`config.mk`:
```
export PLATFORM = sky130hd
export DESIGN_NAME = sn74123_flat
export DESIGN_NICKNAME = d
export VERILOG_FILES = /design/src/rtl/sn74123_if.sv /design/src/rtl/sn74123.sv /design/src/flat_wrapper.sv
export SDC_FILE = /design/constraint.sdc
export NUM_CORES = 1
export LEC_CHECK = 0
export BUFFER_PORTS_ARGS = -buffer_cell sky130_fd_sc_hd__clkbuf_2
export CAP_MARGIN = 20
export CELL_PAD_IN_SITES_DETAIL_PLACEMENT = 0
export CELL_PAD_IN_SITES_GLOBAL_PLACEMENT = 1
export CORE_MARGIN = 5
export CORE_UTILIZATION = 30
export DETAILED_ROUTE_END_ITERATION = 8
export GPL_TIMING_DRIVEN = 0
export HOLD_SLACK_MARGIN = 0.12
export PLACE_DENSITY_LB_ADDON = 0.2
export SETUP_SLACK_MARGIN = 0.05
export SYNTH_ARGS = -nofsm -noshare
export SYNTH_HDL_FRONTEND = slang
export SYNTH_SLANG_ARGS = --single-unit
export TNS_END_PERCENT = 20
```
`constraint.sdc`:
```
create_clock -name mclk -period 4.2 [get_ports mclk]
set_clock_uncertainty 0.2 [all_clocks]
set_input_delay 0.42 -clock mclk [delete_from_list [all_inputs] [get_ports mclk]]
set_output_delay 0.42 -clock mclk [all_outputs]
set_load 0.1 [all_outputs]
```
`src/rtl/sn74123_if.sv`:
```
// Pin bundle for the dual retriggerable monostable: trigger/clear inputs and
// pulse outputs of both channels.
interface sn74123_if;
  logic a1_n;
  logic b1;
  logic clr1_n;
  logic q1;
  logic q1_n;
  logic a2_n;
  logic b2;
  logic clr2_n;
  logic q2;
  logic q2_n;

  modport master (
    output a1_n, b1, clr1_n, a2_n, b2, clr2_n,
    input  q1, q1_n, q2, q2_n
  );

  modport slave (
    input  a1_n, b1, clr1_n, a2_n, b2, clr2_n,
    output q1, q1_n, q2, q2_n
  );
endinterface

```
`src/rtl/sn74123.sv`:
```
// Clocked model of the SN74123 dual retriggerable monostable multivibrator.
// Edges are detected against registered previous samples; pulse width is counted in mclk cycles.
module sn74123_chan #(
  parameter int CW    = 16,
  parameter int WIDTH = 10
) (
  input  logic mclk,
  input  logic reset,
  input  logic a_n,
  input  logic b,
  input  logic clr_n,
  output logic q,
  output logic q_n
);

  typedef enum logic {IDLE, ACTIVE} state_t;

  state_t        state;
  state_t        state_nxt;
  logic [CW-1:0] count;
  logic [CW-1:0] count_nxt;
  logic          old_a_n;
  logic          old_b;
  logic          old_clr_n;
  logic          trigger;

  localparam logic [CW-1:0] RELOAD = CW'(WIDTH - 1);

  // Old-sample reset values make levels at release look edge-free unless they
  // actually differ from an idle input set.
  always_ff @(posedge mclk or posedge reset) begin
    if (reset) begin
      state     <= IDLE;
      count     <= '0;
      q         <= 1'b0;
      q_n       <= 1'b1;
      old_a_n   <= 1'b1;
      old_b     <= 1'b0;
      old_clr_n <= 1'b1;
    end else begin
      state     <= state_nxt;
      count     <= count_nxt;
      q         <= (state_nxt == ACTIVE);
      q_n       <= (state_nxt != ACTIVE);
      old_a_n   <= a_n;
      old_b     <= b;
      old_clr_n <= clr_n;
    end
  end

  always_comb begin
    state_nxt = state;
    count_nxt = count;
    trigger   = clr_n && ((old_a_n && !a_n && b) ||
                          (!old_b && b && !a_n) ||
                          (!old_clr_n && clr_n && !a_n && b));
    // Clear dominates a trigger; a trigger reloads even mid-pulse so retriggers extend seamlessly.
    if (!clr_n) begin
      state_nxt = IDLE;
      count_nxt = '0;
    end else if (trigger) begin
      state_nxt = ACTIVE;
      count_nxt = RELOAD;
    end else if (state == ACTIVE) begin
      if (count != '0) begin
        count_nxt = count - CW'(1);
      end else begin
        state_nxt = IDLE;
      end
    end
  end

endmodule

module sn74123 #(
  parameter int CW     = 16,
  parameter int WIDTH1 = 10,
  parameter int WIDTH2 = 10
) (
  input  logic        mclk,
  input  logic        reset,
  sn74123_if.slave    bus
);

  sn74123_chan #(.CW(CW), .WIDTH(WIDTH1)) u_chan1 (
    .mclk  (mclk),
    .reset (reset),
    .a_n   (bus.a1_n),
    .b     (bus.b1),
    .clr_n (bus.clr1_n),
    .q     (bus.q1),
    .q_n   (bus.q1_n)
  );

  sn74123_chan #(.CW(CW), .WIDTH(WIDTH2)) u_chan2 (
    .mclk  (mclk),
    .reset (reset),
    .a_n   (bus.a2_n),
    .b     (bus.b2),
    .clr_n (bus.clr2_n),
    .q     (bus.q2),
    .q_n   (bus.q2_n)
  );

endmodule

```
`src/flat_wrapper.sv`:
```
// flat-port wrapper written by rule: the top's interface ports become plain ports
module sn74123_flat 
#(
  parameter int CW     = 16,
  parameter int WIDTH1 = 10,
  parameter int WIDTH2 = 10
)
  (mclk, reset, bus_a1_n, bus_b1, bus_clr1_n, bus_a2_n, bus_b2, bus_clr2_n, bus_q1, bus_q1_n, bus_q2, bus_q2_n);
  sn74123_if bus_i ();
  input  logic mclk;
  input  logic reset;
  input wire logic [$bits(bus_i.a1_n)-1:0] bus_a1_n;
  input wire logic [$bits(bus_i.b1)-1:0] bus_b1;
  input wire logic [$bits(bus_i.clr1_n)-1:0] bus_clr1_n;
  input wire logic [$bits(bus_i.a2_n)-1:0] bus_a2_n;
  input wire logic [$bits(bus_i.b2)-1:0] bus_b2;
  input wire logic [$bits(bus_i.clr2_n)-1:0] bus_clr2_n;
  output wire logic [$bits(bus_i.q1)-1:0] bus_q1;
  output wire logic [$bits(bus_i.q1_n)-1:0] bus_q1_n;
  output wire logic [$bits(bus_i.q2)-1:0] bus_q2;
  output wire logic [$bits(bus_i.q2_n)-1:0] bus_q2_n;
  assign bus_i.a1_n = bus_a1_n;
  assign bus_i.b1 = bus_b1;
  assign bus_i.clr1_n = bus_clr1_n;
  assign bus_i.a2_n = bus_a2_n;
  assign bus_i.b2 = bus_b2;
  assign bus_i.clr2_n = bus_clr2_n;
  assign bus_q1 = bus_i.q1;
  assign bus_q1_n = bus_i.q1_n;
  assign bus_q2 = bus_i.q2;
  assign bus_q2_n = bus_i.q2_n;
  sn74123 #(.CW(CW), .WIDTH1(WIDTH1), .WIDTH2(WIDTH2)) u_core (.mclk(mclk), .reset(reset), .bus(bus_i));
endmodule
```
==> results of run 1 <==
[per-stage QoR]
stage	hold slack [ns]	total power, mW	instance area (um^2)	worst slack, ns
2_1_floorplan	0.224	0.633	2160	1.49
3_3_place_gp	0.318	0.688	2340	1.58
3_5_place_dp	0.180	0.688	2360	1.58
4_1_cts	0.353	1.02	2540	1.36
5_1_grt	0.361	1.07	2540	1.15
6_report	0.345	1.01	2540	1.37
[how the worst max path moves through the flow]
stage | from | endpoint | depth (start not counted)
final | bus_clr1_n | u_core.u_chan1.count[3] | 6
after global routing | bus_clr1_n | u_core.u_chan1.count[14] | 7
after CTS | bus_clr1_n | u_core.u_chan1.count[3] | 6
after detailed placement | bus_clr1_n | u_core.u_chan1.count[3] | 5
after global placement | bus_clr1_n | u_core.u_chan1.count[3] | 5
after floorplan | u_core.u_chan1.state | u_core.u_chan1.count[9] | 4
[flip-flops by register name, summed over array words and instances, names as in the netlist]
signal,count
u_core.u_chan1.old_b,1
u_core.u_chan2.old_a_n,1
u_core.u_chan2.state,1
u_core.u_chan2.q_n,1
u_core.u_chan1.q_n,1
u_core.u_chan2.old_clr_n,1
u_core.u_chan1.old_clr_n,1
u_core.u_chan2.old_b,1
u_core.u_chan1.old_a_n,1
u_core.u_chan2.count,16
u_core.u_chan1.count,16
u_core.u_chan1.state,1
[logic make-up after synthesis]
group / after synthesis / share of synthesized area, %
buf+inv: 16 / 2.83
fa+ha+maj: 2 / 1.16
mux: 2 / 0.925
compound gates: 63 / 20.3
simple gates: 80 / 24.2
flops: 42 / 48.9
xor+xnor: 4 / 1.62
[worst max-delay path, cell delays in order]
cell and delay, ns:
dlygate4sd3_1 0.53, clkbuf_2 0.18, nor2b_1 0.16, o311ai_1 0.73
or4b_2 0.63, o2111a_1 0.16
[cell type report]
cell class	instances	area, um^2	area share, %
buffer	3	12.5	0.493
clock buffer	7	76.3	3.00
clock inverter	1	30.0	1.18
inverter	13	48.8	1.92
multi-input combinational	151	1040	41.1
sequential	42	1060	41.7
tap	99	124	4.88
timing repair buffer	19	145	5.71
[repair_timing]
item | 4_1_cts | 5_1_grt
hold buffers | 7 | 0
buffers inserted | 0 | 0
hold endpoints to repair | 16 | 0
gates resized for setup | 0 | 0
[cells in the mapped netlist, drive strengths merged (2+ instances only)]
cell,instances
o2111ai,2
nor4,5
or4b,4
nand2b,3
dfstp,6
xor2,2
o41ai,6
or3,12
clkbuf,2
ha,2
o21a,2
o311ai,2
nor2,10
dfrtp,36
xnor2,2
o21ai,9
nor4b,3
or4,14
or2,3
o211ai,2
o31ai,7
a211oi,2
nand3b,2
a21oi,22
nor3,3
nand3,5
nand2,10
mux2i,2
inv,13
[per-layer routing]
layer  up-vias  GRT usage [%]
li1        862              -
met1       830           15.8
met2        23           19.8
met3         9           2.63
met4         0           4.69
met5         -              0
[report_power, final]
group / leakage [nW] / total, mW / switching (mW) / internal (mW)
sequential: 0.556 / 0.456 / 0.0272 / 0.429
combinational: 0.472 / 0.228 / 0.144 / 0.0845
clock: 0.0524 / 0.322 / 0.144 / 0.178
==> flow_metrics.tcl, run 1 <==
set metrics [dict create \
    clock-sinks 42 \
    die-area_um2 9010 \
    coreArea_um2 7140 \
    vias 1724 \
    async_flop_share_pct 100 \
    final_cell_mix "dfrtp_1, a21oi_1, or4_1, inv_1, or3_1" \
    synth_area_leaders "dfrtp_1, dfstp_2, a21oi_1" \
    worstRegToRegCells 6 \
    highest_layer "met4" \
    clk_pin_slew_ns 0.08 \
    r2r_setup_slack_ns 1.76 \
    yosysTopAreaCellShare_pct 41.6 \
    tns_ns 0 \
    netlist_instances 209 \
    crit_type "in2reg" \
    syn_area_um2 2160 \
    synth_warnings 0 \
    grt_first_pass_wirelength_um 8630 \
    grt_pass1_vias 1778 \
    rsz0062_at_grt "false" \
    synth_flop_cell "dfrtp_1" \
    htree_levels 2 \
    ys_seq_area_share_pct 48.9 \
    firstDrtPassIters 4 \
    rows 31 \
    postRouteAntennaNets 0 \
    crit_path_end_kind "flop" \
    crit_fanout 9 \
    pin_count 12 \
    mostFrequentLayoutCell "dfrtp_1" \
    syn-num-nets 219 \
    rr_endpoint "u_core.u_chan1.count[10]" \
    drive_above_1_share_pct 16.5 \
    max_freq_mhz 354 \
    wl_met3_um 107 \
    finalNetCount 245 \
    drt_drc_violations_left 0 \
    status "finished, final reports clean" \
    dr.first_iter.drc_count 68 \
    required_ns 4.19 \
    grt-ovfl-total 0 \
    hold_path_class "reg2reg" \
    num-fill-cells 746 \
    cts_tree "done" \
    antenna_found_initial 0 \
    avgRoutedWirePerCell_um 14.0 \
    antennaDiodeCount 0 \
    cts_inserted_buffers 5 \
    grt_max_degree 30 \
    holdPathEnd "u_core.u_chan2.count[15]" \
    io_buffers 11 \
    avgSynthCellArea_um2 10.4 \
    drv_slew 0 \
    finalCritPeriodShare_pct 67.3 \
    synth.distinct_cells 51 \
    setup_violations 0 \
    ys_ff_latch 42 \
    wl_um 4680 \
    timing.final.crit_period_ns 2.83 \
    synth_edf_count 0 \
    route.met2.wl_um 2200 \
    placedCellCount 320 \
    track_usage_pct 12.2 \
    min_path_cells 2 \
    area_growth_pct 17.3 \
    die_h_um 94.9 \
    p_per_area_nw_per_um2 396 \
    worstReg2RegStart "u_core.u_chan1.count[0]" \
    dp_hpwl_um 3260 \
    via_per_inst 5.15 \
    place_congestion 0.735 \
    critPathArrivalTime_ns 2.81 \
    clk_latency_ns 0.29 \
    clockBufferDepth 2 \
    start_kind "input pin" \
    maxSlewHeadroom_pct 40.0 \
    hold_violations 0 \
    tightest_slew_ns 0.886 \
    die_w_um 94.9 \
    maxCapViolCount 0 \
    start_util_pct 30.3 \
    root_buffer "clkbuf_8" \
    final_core_util_pct 35.6 \
    synth_top_area_cell "dfrtp_1" \
    instances_no_fill 335 \
    hp-start "u_core.u_chan2.count[15]" \
    wl_met1_um 2290 \
    vdd_drop_max_mv 0.207 \
    p_leak_nw 1.08 \
]
(Power assumes the default switching activity.)
==> run 2, diff against run 1 <==
--- a/config.mk
+++ b/config.mk
@@ -5,6 +5,7 @@
 export SDC_FILE = /design/constraint.sdc
 export NUM_CORES = 1
 export LEC_CHECK = 0
+export ABC_AREA = 1
 export BUFFER_PORTS_ARGS = -buffer_cell sky130_fd_sc_hd__clkbuf_2
 export CAP_MARGIN = 20
 export CELL_PAD_IN_SITES_DETAIL_PLACEMENT = 0
==> constraint.sdc (replaced) <==
create_clock -name mclk -period 2.7 [get_ports mclk]
set_clock_uncertainty 0.2 [all_clocks]
set_input_delay 0.27 -clock mclk [delete_from_list [all_inputs] [get_ports mclk]]
set_output_delay 0.27 -clock mclk [all_outputs]
set_load 0.1 [all_outputs]
==> run 2 against run 1 <==
Against the previous run:
- critical path depth rose by 6
- sequential power is 75% higher
- utilization shrank 0.31 points
- first-iteration DRC count shrank 47%
- routed wire length up 24%
- combinational power grew to 3.9 times the previous value
- area after synthesis is 16% higher
- critical path type unchanged
==> flow_metrics.tcl, run 2 <==
set metrics [dict create \
    tightest_slew_ns 0.548 \
    place_congestion 0.769 \
    reg_top3 "u_core.u_chan1.count: 16 flops, u_core.u_chan2.count: 16 flops" \
    track_usage_pct 12.5 \
    io_buffers 11 \
    coreArea_um2 8180 \
    synth_area_leaders "dfrtp_1, nand2_1, nor2_1" \
    synth_edf_count 0 \
    cpPeakStageDelay_ns 0.52 \
    timing.final.crit_period_ns 1.97 \
    p_leak_nw 1.45 \
    tns_ns 0 \
    required_ns 2.69 \
    antenna_found_initial 0 \
    mostFrequentLayoutCell "nand2_1" \
    setup_violations 0 \
    grt_max_degree 32 \
    crit_cells 12 \
    postRouteAntennaNets 0 \
    status "finished, final reports clean" \
    syn_area_um2 2500 \
    num-fill-cells 896 \
    start_util_pct 30.6 \
    vias 2048 \
    syn-num-nets 342 \
    die_h_um 101 \
    area_growth_pct 15.3 \
    via_per_inst 4.41 \
    clockBufferDepth 2 \
    synth.distinct_cells 32 \
    drive_above_1_share_pct 18.9 \
    start_kind "input pin" \
    cts_tree "done" \
    hold_violations 0 \
    dp_hpwl_um 4280 \
    ys_ff_latch 42 \
    critPathArrivalTime_ns 1.96 \
    max_freq_mhz 507 \
    crit_path_end_kind "flop" \
    maxCapViolCount 0 \
    htree_levels 2 \
    multi_input_area_um2 1240 \
    finalCritPeriodShare_pct 73.0 \
    pin_count 12 \
    synth_flop_cell "dfrtp_1" \
    yosysTopAreaCellShare_pct 36.0 \
    p_per_area_nw_per_um2 758 \
    crit_type "in2reg" \
    firstDrtPassIters 4 \
    holdWs_ns 0.262 \
    cts_inserted_buffers 5 \
    ys_seq_area_share_pct 42.3 \
    crit_chain "dlygate4sd3_1 > clkbuf_2 > buf_4 > nand2_1 > nand3_1 > nand3_2 > nand2_2 > inv_2 > nand2_8 > clkinv_8 > nand2_1 > o21ai_2" \
    antennaDiodeCount 0 \
    final_cell_mix "nand2_1, nor2_1, inv_1, dfrtp_1, nand3_1" \
    netlist_instances 332 \
    vdd_drop_max_mv 0.278 \
    root_buffer "clkbuf_8" \
    crit_fanout 9 \
    async_flop_share_pct 100 \
    avgRoutedWirePerCell_um 12.5 \
    avgSynthCellArea_um2 7.53 \
    clk_latency_ns 0.30 \
    yosys.cell_count.top_type "nand2_1" \
    cts.repair.resized 0 \
    worstRegToRegCells 11 \
    synth_top_area_cell "dfrtp_1" \
    drv_slew 0 \
    path_buf_inv 5 \
    die-area_um2 10300 \
    synthTopCellsByCount "nand2_1, nor2_1, inv_1" \
    grt_pass1_vias 2134 \
    cpLargestDelayFamily "buffers and inverters" \
    rows 33 \
    die_w_um 101 \
    cp_common_cell "nand2_1" \
    wl_um 5810 \
    maxSlewHeadroom_pct 63.6 \
    dr.first_iter.drc_count 36 \
    drt_drc_violations_left 0 \
    grt_first_pass_wirelength_um 10100 \
    hold_path_class "in2async" \
    clk_pin_slew_ns 0.08 \
    rsz0062_at_grt "false" \
    cp_slowest_cell "dlygate4sd3_1" \
    grt-ovfl-total 0 \
    finalNetCount 368 \
    seq_area_um2 1060 \
    synth_warnings 0 \
    clock-sinks 42 \
]
-- run 2: cell families (layout without fill, tap and decap cells) --
logic type | after synthesis | count (layout) | synth area share, %
and+or+nand+nor | 214 | 214 | 41.6
buffers and inverters | 47 | 74 | 8.05
DFF | 42 | 42 | 42.3
AOI/OAI and AO/OA | 22 | 22 | 5.30
xor gates and xnor gates | 5 | 5 | 1.75
adders and majority gates | 2 | 2 | 1.00
-- run 2: power breakdown --
part,internal [mW],total (mW),switching [mW]
registers,0.710,0.800,0.0890
logic,0.298,0.880,0.581
clock network,0.277,0.508,0.231
total,1.29,2.19,0.901
-- run 2: worst reg2reg max path, stage by stage (launching register included) --
cell     delay [ns]
dfrtp_1        0.39
inv_1          0.14
ha_1           0.21
nand2_1        0.12
nor2_2         0.24
nand2_2        0.11
nand2_4        0.12
inv_2          0.10
nand2_1        0.08
nand2_1        0.05
nand2_1        0.05
nor2_1         0.03
-- run 2: area by class of cell --
cell class	instances	share of cell area (%)
Clock buffer	7	2.65
Inverter	45	6.46
Sequential cell	42	36.7
Tap cell	105	4.56
Buffer	2	0.521
Multi-Input combinational cell	243	43.0
Timing Repair Buffer	19	5.03
Clock inverter	1	1.04
-- run 2: worst paths after layout --
kind	startpoint	slack (ns)	to
worst max-delay path	bus_clr1_n	0.73	u_core.u_chan1.count[2]
worst min register to register	u_core.u_chan1.count[14]	0.35	u_core.u_chan1.count[14]
worst min-delay path	reset	0.26	u_core.u_chan1.count[5]
min in group mclk	u_core.u_chan1.count[14]	0.35	u_core.u_chan1.count[14]
max in group asynchronous	reset	1.51	u_core.u_chan1.q_n
worst max register to register	u_core.u_chan2.count[0]	0.77	u_core.u_chan2.count[11]
-- run 2: stage by stage --
stage	setup WS (ns)	power, mW	cells	util, %	cell area [um^2]
2_1_floorplan	0.878	1.51	332	-	2500
3_3_place_gp	0.553	1.69	448	32.9	2690
3_5_place_dp	0.761	1.70	449	33.1	2710
4_1_cts	0.706	2.23	464	35.3	2880
5_1_grt	0.552	2.38	464	35.3	2880
6_report	0.729	2.19	464	35.3	2880
-- run 2: layer usage --
metal / track usage [%] / wire length [um] / vias to the layer above
li1: - / - / 1101
met1: 14.6 / 2660 / 924
met2: 23.2 / 2950 / 15
met3: 2.27 / 128 / 8
met4: 3.68 / 72 / 0
met5: 0 / 0 / -
-- run 2: timing repair --
item	CTS	global route
buffers inserted	0	0
hold buffers	7	0
endpoints found under the hold margin	45	0
==> run 3, diff against run 2 <==
==> constraint.sdc (replaced) <==
create_clock -name mclk -period 2.06 [get_ports mclk]
set_clock_uncertainty 0.2 [all_clocks]
set_input_delay 0.206 -clock mclk [delete_from_list [all_inputs] [get_ports mclk]]
set_output_delay 0.206 -clock mclk [all_outputs]
set_load 0.1 [all_outputs]
==> run 3 against run 2 <==
Against the previous run:
- first-iteration DRC count grew 25%
- critical path depth down 1
- worst setup slack worse by 0.54 ns
- utilization increased by 0.49 points
- flip-flop and latch count unchanged
- via count rose by 0.73%
- register-to-register slack got worse by 0.56 ns
- sequential power grew 31%
- highest routed layer unchanged
==> flow_metrics.tcl, run 3 (same netlist as run 2, synthesis figures left out) <==
set metrics [dict create \
    grt-ovfl-total 0 \
    num-fill-cells 896 \
    via_per_inst 4.43 \
    wl_um 5860 \
    vias 2063 \
    coreArea_um2 8180 \
    grt_first_pass_wirelength_um 10100 \
    clk_latency_ns 0.30 \
    clk_pin_slew_ns 0.09 \
    postRouteAntennaNets 0 \
    status "finished, final reports clean" \
    drv_slew 0 \
    pin_count 12 \
    path_buf_inv 5 \
    place_ws_ns 0.121 \
    clockBufferDepth 2 \
    p_leak_nw 1.46 \
    worstReg2RegStart "u_core.u_chan1.count[0]" \
    grt_max_degree 32 \
    io_buffers 11 \
    startpoint "bus_clr2_n" \
    final_core_util_pct 35.8 \
    reg_top3 "u_core.u_chan1.count: 16 flops, u_core.u_chan2.count: 16 flops" \
    die_w_um 101 \
    maxSlewHeadroom_pct 63.6 \
    dp_hpwl_um 4280 \
    multi_input_area_um2 1270 \
    crit_chain "dlygate4sd3_1 > clkbuf_2 > buf_4 > nand2_1 > nand3_2 > nand3_4 > nand2_4 > inv_2 > nand2_4 > inv_4 > o21ai_0" \
    area_growth_pct 16.9 \
    die-area_um2 10300 \
    mostFrequentLayoutCell "nand2_1" \
    crit_fanout 10 \
    setup_violations 0 \
    firstDrtPassIters 4 \
    root_buffer "clkbuf_8" \
    die_h_um 101 \
    final_cell_mix "nand2_1, nor2_1, inv_1, dfrtp_1, nand3_1" \
    dr.first_iter.drc_count 45 \
    hold_violations 0 \
    drive_above_1_share_pct 19.7 \
    finalNetCount 370 \
    required_ns 2.05 \
    cts_inserted_buffers 5 \
    globalRouteMet3Util_pct 2.27 \
    start_kind "input pin" \
    critPathArrivalTime_ns 1.86 \
    crit_type "in2reg" \
    grt_use_met1_pct 14.6 \
    rsz0062_at_grt "true" \
    antenna_found_initial 0 \
    htree_levels 2 \
    antennaDiodeCount 0 \
    rows 33 \
    setup_slack_ns 0.186 \
    seq_area_um2 1060 \
    vdd_drop_max_mv 0.367 \
    track_usage_pct 12.5 \
    clock-sinks 42 \
    busiest_layer "met2" \
    cts_tree "done" \
    cpLargestDelayFamily "buffers and inverters" \
    maxCapViolCount 0 \
    grt_pass1_vias 2134 \
    p_per_area_nw_per_um2 999 \
    cp_slowest_cell "dlygate4sd3_1" \
    avgRoutedWirePerCell_um 12.6 \
    max_freq_mhz 534 \
    finalCritPeriodShare_pct 91.0 \
    crit_path_end_kind "flop" \
    start_util_pct 30.6 \
    place_congestion 0.769 \
    cpPeakStageDelay_ns 0.54 \
    hold_path_class "in2async" \
    timing.final.crit_period_ns 1.87 \
    drt_drc_violations_left 0 \
    cp_common_cell "nand2_4" \
    tightest_slew_ns 0.548 \
    grt_use_met2_pct 23.2 \
]
-- run 3: cell count changes in the layout (fill, tap and decap cells not counted) --
cell	previous run	this run
buf_4	2	4
ha_1	2	1
ha_2	0	1
nand2_2	6	4
nand2_4	3	5
nand3_2	4	3
nand3_4	1	2
nor2_2	9	8
nor2_4	1	2
-- run 3: what timing repair did --
action                                  4_1_cts  5_1_grt
setup buffers                                 0        2
resized for setup                             0        5
endpoints found under the hold margin        46        0
hold buffers                                  7        0
endpoints found under the setup margin        0       22
-- run 3: final timing paths --
| path | to | slack (ns) | cells after the start |
|---|---|---|---|
| max in group asynchronous | u_core.u_chan1.q_n | 0.93 | 4 |
| worst min register to register | u_core.u_chan1.count[14] | 0.35 | 3 |
| min in group mclk | u_core.u_chan2.old_a_n | 0.35 | 2 |
| worst max register to register | u_core.u_chan1.count[15] | 0.21 | 9 |
| worst min-delay path | u_core.u_chan1.count[5] | 0.20 | 3 |
| worst max-delay path | u_core.u_chan2.count[4] | 0.19 | 11 |
-- run 3: per-layer routing --
metal,vias to the layer above,part of all wire (%),wire length [um]
met5,-,0,0
met4,0,1.2,72
met3,8,2.2,126
met2,17,50,2960
met1,933,46,2700
li1,1105,-,-
-- run 3: report_power, final --
| group | leakage [nW] | switching (mW) | internal [mW] |
|---|---|---|---|
| logic | 0.862 | 0.777 | 0.423 |
| registers | 0.549 | 0.117 | 0.931 |
| clock network | 0.0524 | 0.308 | 0.364 |
| total | 1.46 | 1.20 | 1.72 |
-- run 3: cell type report --
type	count	share of cell area [%]
plain buffers	2	0.513
clock buffers	7	2.61
clock inverters	1	1.03
inverters	45	6.38
multi-input cells	243	43.3
flip-flops and latches	42	36.2
well taps	105	4.49
repair buffers	21	5.48
-- run 3: worst min-delay path, delay by kind of cell --
family,cells,cell delay [ns]
buf+inv,3,0.88
-- run 3: through the flow --
step           hold slack [ns]  instances  TNS [ns]  cell area, um^2  power [mW]
6_report                 0.197        466         0             2920        2.92
5_1_grt                  0.214        466         0             2920        3.16
4_1_cts                  0.179        464         0             2880        2.92
3_5_place_dp           -0.0430        449         0             2710        2.22
3_3_place_gp             0.106        448    -0.781             2690        2.22
2_1_floorplan           0.0105        332         0             2500        1.98
